### config.mk
export PLATFORM = sky130hd
export DESIGN_NAME = router_dest_reader_flat
export DESIGN_NICKNAME = d
export VERILOG_FILES = /design/src/rtl/router_dest_reader_pkg.sv /design/src/rtl/router_dest_reader_if.sv /design/src/rtl/router_gap_timer.sv /design/src/rtl/router_dest_reader.sv /design/src/flat_wrapper.sv
export SDC_FILE = /design/constraint.sdc
export NUM_CORES = 1
export LEC_CHECK = 0
export ABC_AREA = 1
export BUFFER_PORTS_ARGS = -buffer_cell sky130_fd_sc_hd__buf_2
export CORE_ASPECT_RATIO = 1.25
export CORE_MARGIN = 5
export CORE_UTILIZATION = 50
export CTS_CLUSTER_DIAMETER = 60
export DETAILED_ROUTE_END_ITERATION = 10
export GPL_ROUTABILITY_DRIVEN = 0
export GPL_TIMING_DRIVEN = 0
export PLACE_DENSITY = 0.73
export SLEW_MARGIN = 20
export SYNTH_ARGS = -nofsm -noshare
export SYNTH_HDL_FRONTEND = slang
export SYNTH_SLANG_ARGS = --single-unit
### constraint.sdc
create_clock -name clock -period 2.1 [get_ports clock]
set_input_delay 0.105 -clock clock [delete_from_list [all_inputs] [get_ports clock]]
set_output_delay 0.105 -clock clock [all_outputs]
set_load 0.02 [all_outputs]
### src/rtl/router_dest_reader_pkg.sv
// rtl/router_dest_reader_pkg.sv - Header layout, FSM states and defaults for the port reader
package router_dest_reader_pkg;
   localparam int LEN_MSB       = 7;
   localparam int LEN_LSB       = 2;
   localparam int ADDR_MSB      = 1;
   localparam int LEN_W         = LEN_MSB - LEN_LSB + 1;
   localparam int ADDR_W        = ADDR_MSB + 1;
   localparam int CNT_W         = LEN_W + 1;
   localparam int GAP_LIMIT_DEF = 30;

   typedef enum logic [1:0] {
      S_IDLE = 2'd0,
      S_HDR  = 2'd1,
      S_BODY = 2'd2,
      S_END  = 2'd3
   } state_t;

   typedef struct packed {
      logic [LEN_W-1:0]  len;
      logic [ADDR_W-1:0] addr;
   } hdr_t;
endpackage

### src/rtl/router_dest_reader_if.sv
// rtl/router_dest_reader_if.sv - FIFO read side, payload sink and packet status bundle
interface router_dest_reader_if;
   import router_dest_reader_pkg::*;

   logic              enable;
   logic              vld_out;
   logic [7:0]        data_in;
   logic              read_enb;
   logic              sink_ready;
   logic              byte_valid;
   logic [7:0]        byte_data;
   logic              pkt_done;
   logic [ADDR_W-1:0] pkt_addr;
   logic [LEN_W-1:0]  pkt_len;
   logic              parity_err;
   logic              addr_err;
   logic              hdr_err;
   logic              timeout;
   logic              busy;

   modport master (
      input  enable, vld_out, data_in, sink_ready,
      output read_enb, byte_valid, byte_data, pkt_done, pkt_addr, pkt_len,
             parity_err, addr_err, hdr_err, timeout, busy
   );

   modport slave (
      output enable, vld_out, data_in, sink_ready,
      input  read_enb, byte_valid, byte_data, pkt_done, pkt_addr, pkt_len,
             parity_err, addr_err, hdr_err, timeout, busy
   );
endinterface

### src/rtl/router_gap_timer.sv
// rtl/router_gap_timer.sv - Counts idle cycles mid-packet and pulses when the limit is hit
module router_gap_timer #(
   parameter int LIMIT = 30
) (
   input  logic clock,
   input  logic resetn,
   input  logic clear,
   input  logic count_en,
   output logic expire
);
   localparam int W = (LIMIT < 2) ? 1 : $clog2(LIMIT);

   logic [W-1:0] cnt;

   always_ff @(posedge clock or negedge resetn) begin
      if (!resetn) begin
         cnt <= '0;
      end else if (clear) begin
         cnt <= '0;
      end else if (count_en) begin
         cnt <= cnt + W'(1);
      end
   end

   // Fires on the LIMIT-th consecutive counted cycle, not the one after.
   assign expire = count_en && !clear && (cnt == W'(LIMIT - 1));
endmodule

### src/rtl/router_dest_reader.sv
// rtl/router_dest_reader.sv - Drains one router output FIFO, parses header/payload/parity, reports status
module router_dest_reader
   import router_dest_reader_pkg::*;
#(
   parameter logic [ADDR_W-1:0] PORT_ID   = '0,
   parameter int                GAP_LIMIT = GAP_LIMIT_DEF
) (
   input logic                  clock,
   input logic                  resetn,
   router_dest_reader_if.master bus
);
   state_t            state, state_nxt;
   hdr_t              hdr_in, hdr_q;
   logic              rd_pend, read_req, done;
   logic              hdr_err_c, parity_err_c, timeout_c;
   logic [7:0]        acc, parity_q;
   logic [CNT_W-1:0]  req_cnt, rcv_cnt, len_ext;
   logic              payload_rx, parity_rx;
   logic              gap_clear, gap_count, gap_expire;
   logic [ADDR_W-1:0] addr_cur;

   assign hdr_in     = hdr_t'(bus.data_in);
   assign len_ext    = {1'b0, hdr_q.len};
   assign payload_rx = (state == S_BODY) && rd_pend && (rcv_cnt < len_ext);
   assign parity_rx  = (state == S_BODY) && rd_pend && !(rcv_cnt < len_ext);
   assign gap_clear  = (state != S_BODY) || rd_pend;
   assign gap_count  = (state == S_BODY) && !rd_pend;

   router_gap_timer #(.LIMIT(GAP_LIMIT)) u_gap (
      .clock    (clock),
      .resetn   (resetn),
      .clear    (gap_clear),
      .count_en (gap_count),
      .expire   (gap_expire)
   );

   always_ff @(posedge clock or negedge resetn) begin
      if (!resetn) state <= S_IDLE;
      else         state <= state_nxt;
   end

   always_comb begin
      state_nxt    = state;
      read_req     = 1'b0;
      done         = 1'b0;
      hdr_err_c    = 1'b0;
      parity_err_c = 1'b0;
      timeout_c    = 1'b0;
      unique case (state)
         S_IDLE: begin
            if (bus.enable && bus.vld_out) begin
               read_req  = 1'b1;
               state_nxt = S_HDR;
            end
         end
         S_HDR: begin
            if (hdr_in.len == '0) begin
               done      = 1'b1;
               hdr_err_c = 1'b1;
               state_nxt = S_IDLE;
            end else begin
               state_nxt = S_BODY;
            end
         end
         S_BODY: begin
            // Never launch a read on the abort cycle: its byte would be orphaned.
            read_req = bus.vld_out && bus.sink_ready && !gap_expire &&
                       (req_cnt < len_ext + CNT_W'(1));
            if (parity_rx) begin
               state_nxt = S_END;
            end else if (gap_expire) begin
               done      = 1'b1;
               timeout_c = 1'b1;
               state_nxt = S_IDLE;
            end
         end
         S_END: begin
            done         = 1'b1;
            parity_err_c = (acc != parity_q);
            state_nxt    = S_IDLE;
         end
         default: state_nxt = S_IDLE;
      endcase
   end

   // A zero-length header finishes in HDR, before the address is registered.
   assign addr_cur = (state == S_HDR) ? hdr_in.addr : hdr_q.addr;

   assign bus.read_enb   = read_req && resetn;
   assign bus.byte_valid = payload_rx;
   assign bus.byte_data  = payload_rx ? bus.data_in : 8'h00;
   assign bus.pkt_done   = done;
   assign bus.parity_err = parity_err_c;
   assign bus.addr_err   = done && (addr_cur != PORT_ID);
   assign bus.hdr_err    = hdr_err_c;
   assign bus.timeout    = timeout_c;
   assign bus.busy       = (state != S_IDLE);
   assign bus.pkt_addr   = hdr_q.addr;
   assign bus.pkt_len    = hdr_q.len;

   always_ff @(posedge clock or negedge resetn) begin
      if (!resetn) begin
         rd_pend  <= 1'b0;
         hdr_q    <= '0;
         acc      <= '0;
         parity_q <= '0;
         req_cnt  <= '0;
         rcv_cnt  <= '0;
      end else begin
         rd_pend <= read_req;
         if (state == S_HDR) begin
            hdr_q <= hdr_in;
            acc   <= bus.data_in;
         end else if (payload_rx) begin
            acc <= acc ^ bus.data_in;
         end
         if (parity_rx) parity_q <= bus.data_in;
         if (state != S_BODY) begin
            req_cnt <= '0;
            rcv_cnt <= '0;
         end else begin
            if (read_req)   req_cnt <= req_cnt + CNT_W'(1);
            if (payload_rx) rcv_cnt <= rcv_cnt + CNT_W'(1);
         end
      end
   end
endmodule

### src/flat_wrapper.sv
// flat-port wrapper written by rule: the top's interface ports become plain ports
module router_dest_reader_flat import router_dest_reader_pkg::*;
#(
   parameter logic [ADDR_W-1:0] PORT_ID   = '0,
   parameter int                GAP_LIMIT = GAP_LIMIT_DEF
)
  (clock, resetn, bus_enable, bus_vld_out, bus_data_in, bus_sink_ready, bus_read_enb, bus_byte_valid, bus_byte_data, bus_pkt_done, bus_pkt_addr, bus_pkt_len, bus_parity_err, bus_addr_err, bus_hdr_err, bus_timeout, bus_busy);
  router_dest_reader_if bus_i ();
  input logic clock;
  input logic resetn;
  input wire logic [$bits(bus_i.enable)-1:0] bus_enable;
  input wire logic [$bits(bus_i.vld_out)-1:0] bus_vld_out;
  input wire logic [$bits(bus_i.data_in)-1:0] bus_data_in;
  input wire logic [$bits(bus_i.sink_ready)-1:0] bus_sink_ready;
  output wire logic [$bits(bus_i.read_enb)-1:0] bus_read_enb;
  output wire logic [$bits(bus_i.byte_valid)-1:0] bus_byte_valid;
  output wire logic [$bits(bus_i.byte_data)-1:0] bus_byte_data;
  output wire logic [$bits(bus_i.pkt_done)-1:0] bus_pkt_done;
  output wire logic [$bits(bus_i.pkt_addr)-1:0] bus_pkt_addr;
  output wire logic [$bits(bus_i.pkt_len)-1:0] bus_pkt_len;
  output wire logic [$bits(bus_i.parity_err)-1:0] bus_parity_err;
  output wire logic [$bits(bus_i.addr_err)-1:0] bus_addr_err;
  output wire logic [$bits(bus_i.hdr_err)-1:0] bus_hdr_err;
  output wire logic [$bits(bus_i.timeout)-1:0] bus_timeout;
  output wire logic [$bits(bus_i.busy)-1:0] bus_busy;
  assign bus_i.enable = bus_enable;
  assign bus_i.vld_out = bus_vld_out;
  assign bus_i.data_in = bus_data_in;
  assign bus_i.sink_ready = bus_sink_ready;
  assign bus_read_enb = bus_i.read_enb;
  assign bus_byte_valid = bus_i.byte_valid;
  assign bus_byte_data = bus_i.byte_data;
  assign bus_pkt_done = bus_i.pkt_done;
  assign bus_pkt_addr = bus_i.pkt_addr;
  assign bus_pkt_len = bus_i.pkt_len;
  assign bus_parity_err = bus_i.parity_err;
  assign bus_addr_err = bus_i.addr_err;
  assign bus_hdr_err = bus_i.hdr_err;
  assign bus_timeout = bus_i.timeout;
  assign bus_busy = bus_i.busy;
  router_dest_reader #(.PORT_ID(PORT_ID), .GAP_LIMIT(GAP_LIMIT)) u_core (.clock(clock), .resetn(resetn), .bus(bus_i));
endmodule
==> results.sh, run 1 <==
export IMPL_clkTransAtPathRegs_ps=90
export IMPL_combinationalPowerShare_pct=46.4
export IMPL_design_area_um2=3540
export IMPL_critPathCaptureType="primary output"
export IMPL_timing_hold_ws_ps=112
export IMPL_crit_path_max_fanout=3
export IMPL_max_slew_margin_pct=60.6
export IMPL_grt_pass1_vias=2543
export IMPL_final_common_cell="nand2_1"
export IMPL_synth_top_area_share_pct=41.0
export IMPL_yosysSeqAreaShare_pct=41.0
export IMPL_power_leakage_nw=1.88
export IMPL_ys_warn_count=0
export IMPL_dp_hpwl_um=4720
export IMPL_coreArea_um2=5440
export IMPL_nets=455
export IMPL_ios=37
export IMPL_hold_class="in2reg"
export IMPL_post_route_period_util_pct=106
export IMPL_die_area_um2=7230
export IMPL_internal_power_mw=2.24
export IMPL_numCtsBuffers=5
export IMPL_vias=2599
export IMPL_critPathKind="reg2out"
export IMPL_area_growth_pct=25.9
export IMPL_rr_startpoint="u_core.bus.pkt_len[1]$_DFFE_PN0P_"
export IMPL_synth_cells=367
export IMPL_rsz0062_at_grt="yes"
export IMPL_p_sw_mw=1.59
export IMPL_max_stage_delay_ps=410
export IMPL_startpoint="u_core.bus.pkt_len[1]$_DFFE_PN0P_"
export IMPL_max_cap_violations=0
export IMPL_grt_pass1_wl_um=11300
export IMPL_antenna_left=0
export IMPL_netlist_area_um2=2810
export IMPL_start_kind="register"
export IMPL_die_h_um=93.8
export IMPL_avgRoutedWirePerCell_um=14.0
export IMPL_io_buffers=36
export IMPL_max_freq_ghz=0.449
export IMPL_setup_slack_ps=-125
export IMPL_wl_um=6860
export IMPL_vdd_drop_max_mv=0.635
export IMPL_grt_overflow=0
export IMPL_violations="negative setup slack"
export IMPL_cts_root_buffer="clkbuf_8"
export IMPL_drive_above_1_share_pct=24.4
export IMPL_pre_cts_slack_ps=-121
export IMPL_required_ps=2000
export IMPL_seqPwrFrac_pct=36.5
export IMPL_route_detailed_drc=0
export IMPL_clock_latency_ps=300
export IMPL_cts_tree="done"
export IMPL_critPathSlowestCell="dfrtp_1"
export IMPL_final_cell_mix="nand2_1, dfrtp_1, nand3_1"
export IMPL_status="finished, violations left"
export IMPL_drtIter0Drc=108
export IMPL_drt_pass1_iter_count=4
export IMPL_routed_via_density=5.29
export IMPL_finalHoldViolCount=0
export IMPL_crit_chain="ha_2 > nand3_2 > xor2_1 > ha_1 > nand2_2 > a21oi_2 > nor2_2 > nand3_2 > a21boi_2 > buf_6"
export IMPL_htree_num_levels=2
export IMPL_synth_seq_cells=46
export IMPL_min_period_ps=2230
export IMPL_slew_violations=0
export IMPL_p_per_area_nw_per_um2=1080
export IMPL_finalSetupTns_ps=-278
export IMPL_grt_usage_pct=18.9
export IMPL_antenna_found_initial=0
export IMPL_clock_skew_ps=10.7
export IMPL_syn_nets=396
export IMPL_clkSinkCount=46
export IMPL_grt_max_degree=48
export IMPL_worstMarginPinSlew_ps=591
export IMPL_swShare_pct=41.5
export IMPL_p_total_mw=3.83
export IMPL_start_util_pct=51.6
export IMPL_synth_area_leaders="dfrtp_1, nand2_1, nand3_1"
export IMPL_synth_cell_types=27
export IMPL_fp_row_count=30
export IMPL_syn_mean_instance_area_um2=7.66
export IMPL_p_clk_share_pct=17.1
export IMPL_die_width_um=77.1
export IMPL_n_antenna_cell=0
export IMPL_max_clock_path_buffers=2
export IMPL_cp_common_cell="nand3_2"
export IMPL_setup_violations=9
export IMPL_synth_top_cell_by_area="dfrtp_1"
export IMPL_place_area_um2=3070
export IMPL_min_delay_start="bus_data_in[2]"
export IMPL_crit_arrival_ps=2120
## state kept, by name, summed over array words and instances (netlist names)
| signal | flops |
|---|---|
| u_core.bus.pkt_len | 6 |
| u_core.u_gap.cnt | 5 |
| u_core.req_cnt | 7 |
| u_core.parity_q | 8 |
| u_core.rcv_cnt | 7 |
| u_core.rd_pend | 1 |
| u_core.acc | 8 |
| u_core.state | 2 |
| u_core.bus.pkt_addr | 2 |
## critical path: cells and delay by family (launching register included)
kind	cells	cell delay [ps]
buffers and inverters	1	130
adder cells (fa/ha/maj)	2	520
AND/OR/NAND/NOR	4	400
XOR/XNOR	1	150
flip-flops	1	410
AO/OA/AOI/OAI	2	200
## per-layer routing
| metal | global-route usage [%] | wire length (µm) |
|---|---|---|
| met5 | 0 | 0 |
| met4 | 6.73 | 170 |
| met3 | 3.17 | 294 |
| met2 | 33.1 | 3530 |
| met1 | 23.4 | 2870 |
## cell families after synthesis
group / count (synthesis) / share of synthesized area [%]
AND/OR/NAND/NOR: 192 / 29.8
AO/OA/AOI/OAI: 34 / 6.37
XOR/XNOR: 27 / 8.42
flip-flops: 46 / 41.0
adder cells (fa/ha/maj): 16 / 7.12
buffers and inverters: 52 / 7.35
## cells in the mapped netlist
cell and n:
a21boi_1 1, a21oi_1 6, a21oi_2 1, buf_1 1, buf_2 6, buf_4 1, dfrtp_1 46, ha_1 16
inv_1 43, inv_2 1, nand2_1 99, nand2_2 2, nand2_4 1, nand3_1 42, nand3_2 1, nand3_4 1
nand4_1 4, nor2_1 36, nor2_2 2, nor2_4 1, nor3_1 1, nor3b_1 2, o21a_1 1, o21ai_0 17
o21ai_1 8, xnor2_1 18, xor2_1 9
## cell type report
| class | count | area (µm²) |
|---|---|---|
| clock buffer | 5 | 68.8 |
| sequential | 46 | 1150 |
| buffer | 8 | 57.6 |
| clock inverter | 3 | 40.0 |
| multi-input combinational | 269 | 1580 |
| timing repair buffer | 52 | 387 |
| inverter | 44 | 168 |
| fill | 454 | 1910 |
| tap | 64 | 80.1 |
## power groups by stage
stage	registers [mW]	logic [mW]	clock network, mW
2_1_floorplan	1.46	1.01	0
3_3_place_gp	1.41	1.43	0
3_5_place_dp	1.42	1.47	0
4_1_cts	1.39	1.59	0.670
5_1_grt	1.43	1.99	0.704
6_report	1.40	1.78	0.656
## per-stage QoR
| step | util [%] | std cells |
|---|---|---|
| after global routing | 65.0 | 491 |
| final | 65.0 | 491 |
| after global placement | 56.5 | 467 |
| after CTS | 60.1 | 482 |
| after floorplan | - | 367 |
| after detailed placement | 56.5 | 467 |
## repair_timing
action | in CTS | in global routing
pin swaps | 7 | 8
hold endpoints to repair | 0 | 46
hold buffers | 0 | 1
setup endpoints to repair | 11 | 17
setup buffers | 7 | 7
gates resized for setup | 13 | 50
cloned | 0 | 1
## final timing paths
path	endpoint	slack, ps	cells after the start
setup / recovery	bus_read_enb	-130	10
hold / removal	u_core.bus.pkt_len[0]$_DFFE_PN0P_	110	3
setup reg to reg	u_core.rcv_cnt[2]$_DFFE_PN0P_	100	15
hold reg to reg	u_core.u_gap.cnt[0]$_DFF_PN0_	500	1
max in group asynchronous	u_core.bus.pkt_len[2]$_DFFE_PN0P_	1310	2
min in group asynchronous	u_core.parity_q[3]$_DFFE_PN0P_	340	2
Note: power is estimated with default switching activity, not from simulation.
==> run 2: changes to the inputs <==
--- a/config.mk
+++ b/config.mk
@@ -14,7 +14,7 @@
 export DETAILED_ROUTE_END_ITERATION = 10
 export GPL_ROUTABILITY_DRIVEN = 0
 export GPL_TIMING_DRIVEN = 0
-export PLACE_DENSITY = 0.73
+export PLACE_DENSITY = 0.76
 export SLEW_MARGIN = 20
 export SYNTH_ARGS = -nofsm -noshare
 export SYNTH_HDL_FRONTEND = slang
==> run 2 against run 1 <==
Against the previous run: the run still ends with negative setup slack left; highest routed layer unchanged; global-route usage rose by 0.61 points; first-iteration DRC count rose by 48%; sequential power barely moved; die area is the same; count of clock-buffer cells in the layout is the same; cell count is 0.41% lower; via count down 0.27%; critical path type unchanged; largest cell class unchanged; fmax fell by 2.7%.
==> results.sh, run 2 (same netlist as run 1, synthesis figures left out) <==
export IMPL_critPathKind="reg2out"
export IMPL_die_h_um=93.8
export IMPL_vias=2592
export IMPL_grt_pass1_wl_um=11500
export IMPL_rr_startpoint="u_core.bus.pkt_len[5]$_DFFE_PN0P_"
export IMPL_numCtsBuffers=5
export IMPL_io_buffers=36
export IMPL_fp_row_count=30
export IMPL_antenna_left=0
export IMPL_final_common_cell="nand2_1"
export IMPL_reg_top3="u_core.acc: 8 flops, u_core.parity_q: 8 flops"
export IMPL_crit_arrival_ps=2180
export IMPL_grt_overflow=0
export IMPL_slew_violations=0
export IMPL_area_growth_pct=23.8
export IMPL_finalHoldViolCount=0
export IMPL_crit_path_max_fanout=3
export IMPL_min_period_ps=2290
export IMPL_clock_latency_ps=310
export IMPL_grt_pass1_vias=2581
export IMPL_antenna_found_initial=0
export IMPL_drtIter0Drc=160
export IMPL_worstMarginPinSlew_ps=370
export IMPL_final_cell_mix="nand2_1, dfrtp_1, inv_1, nand3_1, nor2_1"
export IMPL_die_width_um=77.1
export IMPL_drive_above_1_share_pct=22.6
export IMPL_drt_pass1_iter_count=4
export IMPL_clkTransAtPathRegs_ps=90
export IMPL_max_cap_violations=0
export IMPL_violations="negative setup slack"
export IMPL_status="finished, violations left"
export IMPL_hold_class="in2reg"
export IMPL_setup_violations=2
export IMPL_cts_root_buffer="clkbuf_8"
export IMPL_critPathCaptureType="primary output"
export IMPL_start_util_pct=51.6
export IMPL_cts_tree="done"
export IMPL_nets=453
export IMPL_rsz0062_at_grt="yes"
export IMPL_vdd_drop_max_mv=0.612
export IMPL_power_leakage_nw=1.86
export IMPL_p_total_mw=3.88
export IMPL_max_freq_ghz=0.437
export IMPL_ios=37
export IMPL_pre_cts_slack_ps=-174
export IMPL_route_detailed_drc=0
export IMPL_grt_usage_pct=19.5
export IMPL_finish_utilization_pct=63.9
export IMPL_p_per_area_nw_per_um2=1120
export IMPL_required_ps=2000
export IMPL_setup_slack_ps=-186
export IMPL_avgRoutedWirePerCell_um=14.5
export IMPL_dp_hpwl_um=4820
export IMPL_wl_um=7080
export IMPL_min_delay_start="bus_data_in[0]"
export IMPL_grt_max_degree=48
export IMPL_routed_via_density=5.30
export IMPL_startpoint="u_core.bus.pkt_len[1]$_DFFE_PN0P_"
export IMPL_post_route_period_util_pct=109
export IMPL_max_clock_path_buffers=2
export IMPL_start_kind="register"
export IMPL_die_area_um2=7230
export IMPL_clock_skew_ps=13.3
export IMPL_coreArea_um2=5440
export IMPL_htree_num_levels=2
export IMPL_clkSinkCount=46
export IMPL_max_slew_margin_pct=75.4
export IMPL_n_antenna_cell=0
[run 2: cell type report]
type                            instances  area [µm²]
Buffer                                  8        51.3
Sequential cell                        46        1150
Tap cell                               64        80.1
Timing Repair Buffer                   50         364
Clock inverter                          3        45.0
Clock buffer                            5        68.8
Inverter                               44         168
Fill cell                             467        1960
Multi-Input combinational cell        269        1550
[run 2: metrics by stage]
step	TNS (ps)	std cells	hold WS [ps]	instance area [µm²]
2_1_floorplan	0	367	-191	2810
3_3_place_gp	-115	467	357	3070
3_5_place_dp	-366	467	359	3070
4_1_cts	-198	483	13.8	3330
5_1_grt	-642	489	98.1	3480
6_report	-217	489	79.9	3480
[run 2: final timing paths]
kind,endpoint,slack (ps),cells past startpoint
worst max-delay path,bus_read_enb,-190,10
worst min-delay path,u_core.parity_q[0]$_DFFE_PN0P_,80,3
worst max register to register,u_core.acc[4]$_DFFE_PN0P_,80,11
worst min register to register,u_core.u_gap.cnt[0]$_DFF_PN0_,500,1
max in group asynchronous,u_core.bus.pkt_len[1]$_DFFE_PN0P_,1540,3
min in group asynchronous,u_core.bus.pkt_addr[0]$_DFFE_PN0P_,340,3
[run 2: metal layers]
metal | up-vias | track usage (%) | part of all wire (%)
li1 | 1278 | - | -
met1 | 1257 | 22.4 | 40
met2 | 44 | 35.3 | 54
met3 | 13 | 3.65 | 4.0
met4 | 0 | 8.17 | 1.7
met5 | - | 0 | 0
[run 2: repair_timing]
| item | 4_1_cts | 5_1_grt |
|---|---|---|
| gates cloned | 0 | 1 |
| gates resized for setup | 25 | 17 |
| hold endpoints to repair | 0 | 46 |
| hold buffers | 0 | 2 |
| pin swaps | 8 | 5 |
| endpoints found under the setup margin | 16 | 27 |
| setup buffers | 8 | 3 |
[run 2: critical path, stage by stage (launching register included)]
cell and delay [ps]:
dfrtp_2 440, ha_4 170, nand3_4 90, xor2_2 150
ha_1 310, nand2_2 80, a21oi_2 60, nor2_2 150
nand3_2 120, a21boi_2 170, buf_6 130
[run 2: where the power goes]
group | internal, mW | switching (mW) | total [mW]
clock network | 0.354 | 0.334 | 0.688
registers | 1.15 | 0.266 | 1.41
logic | 0.733 | 1.05 | 1.78
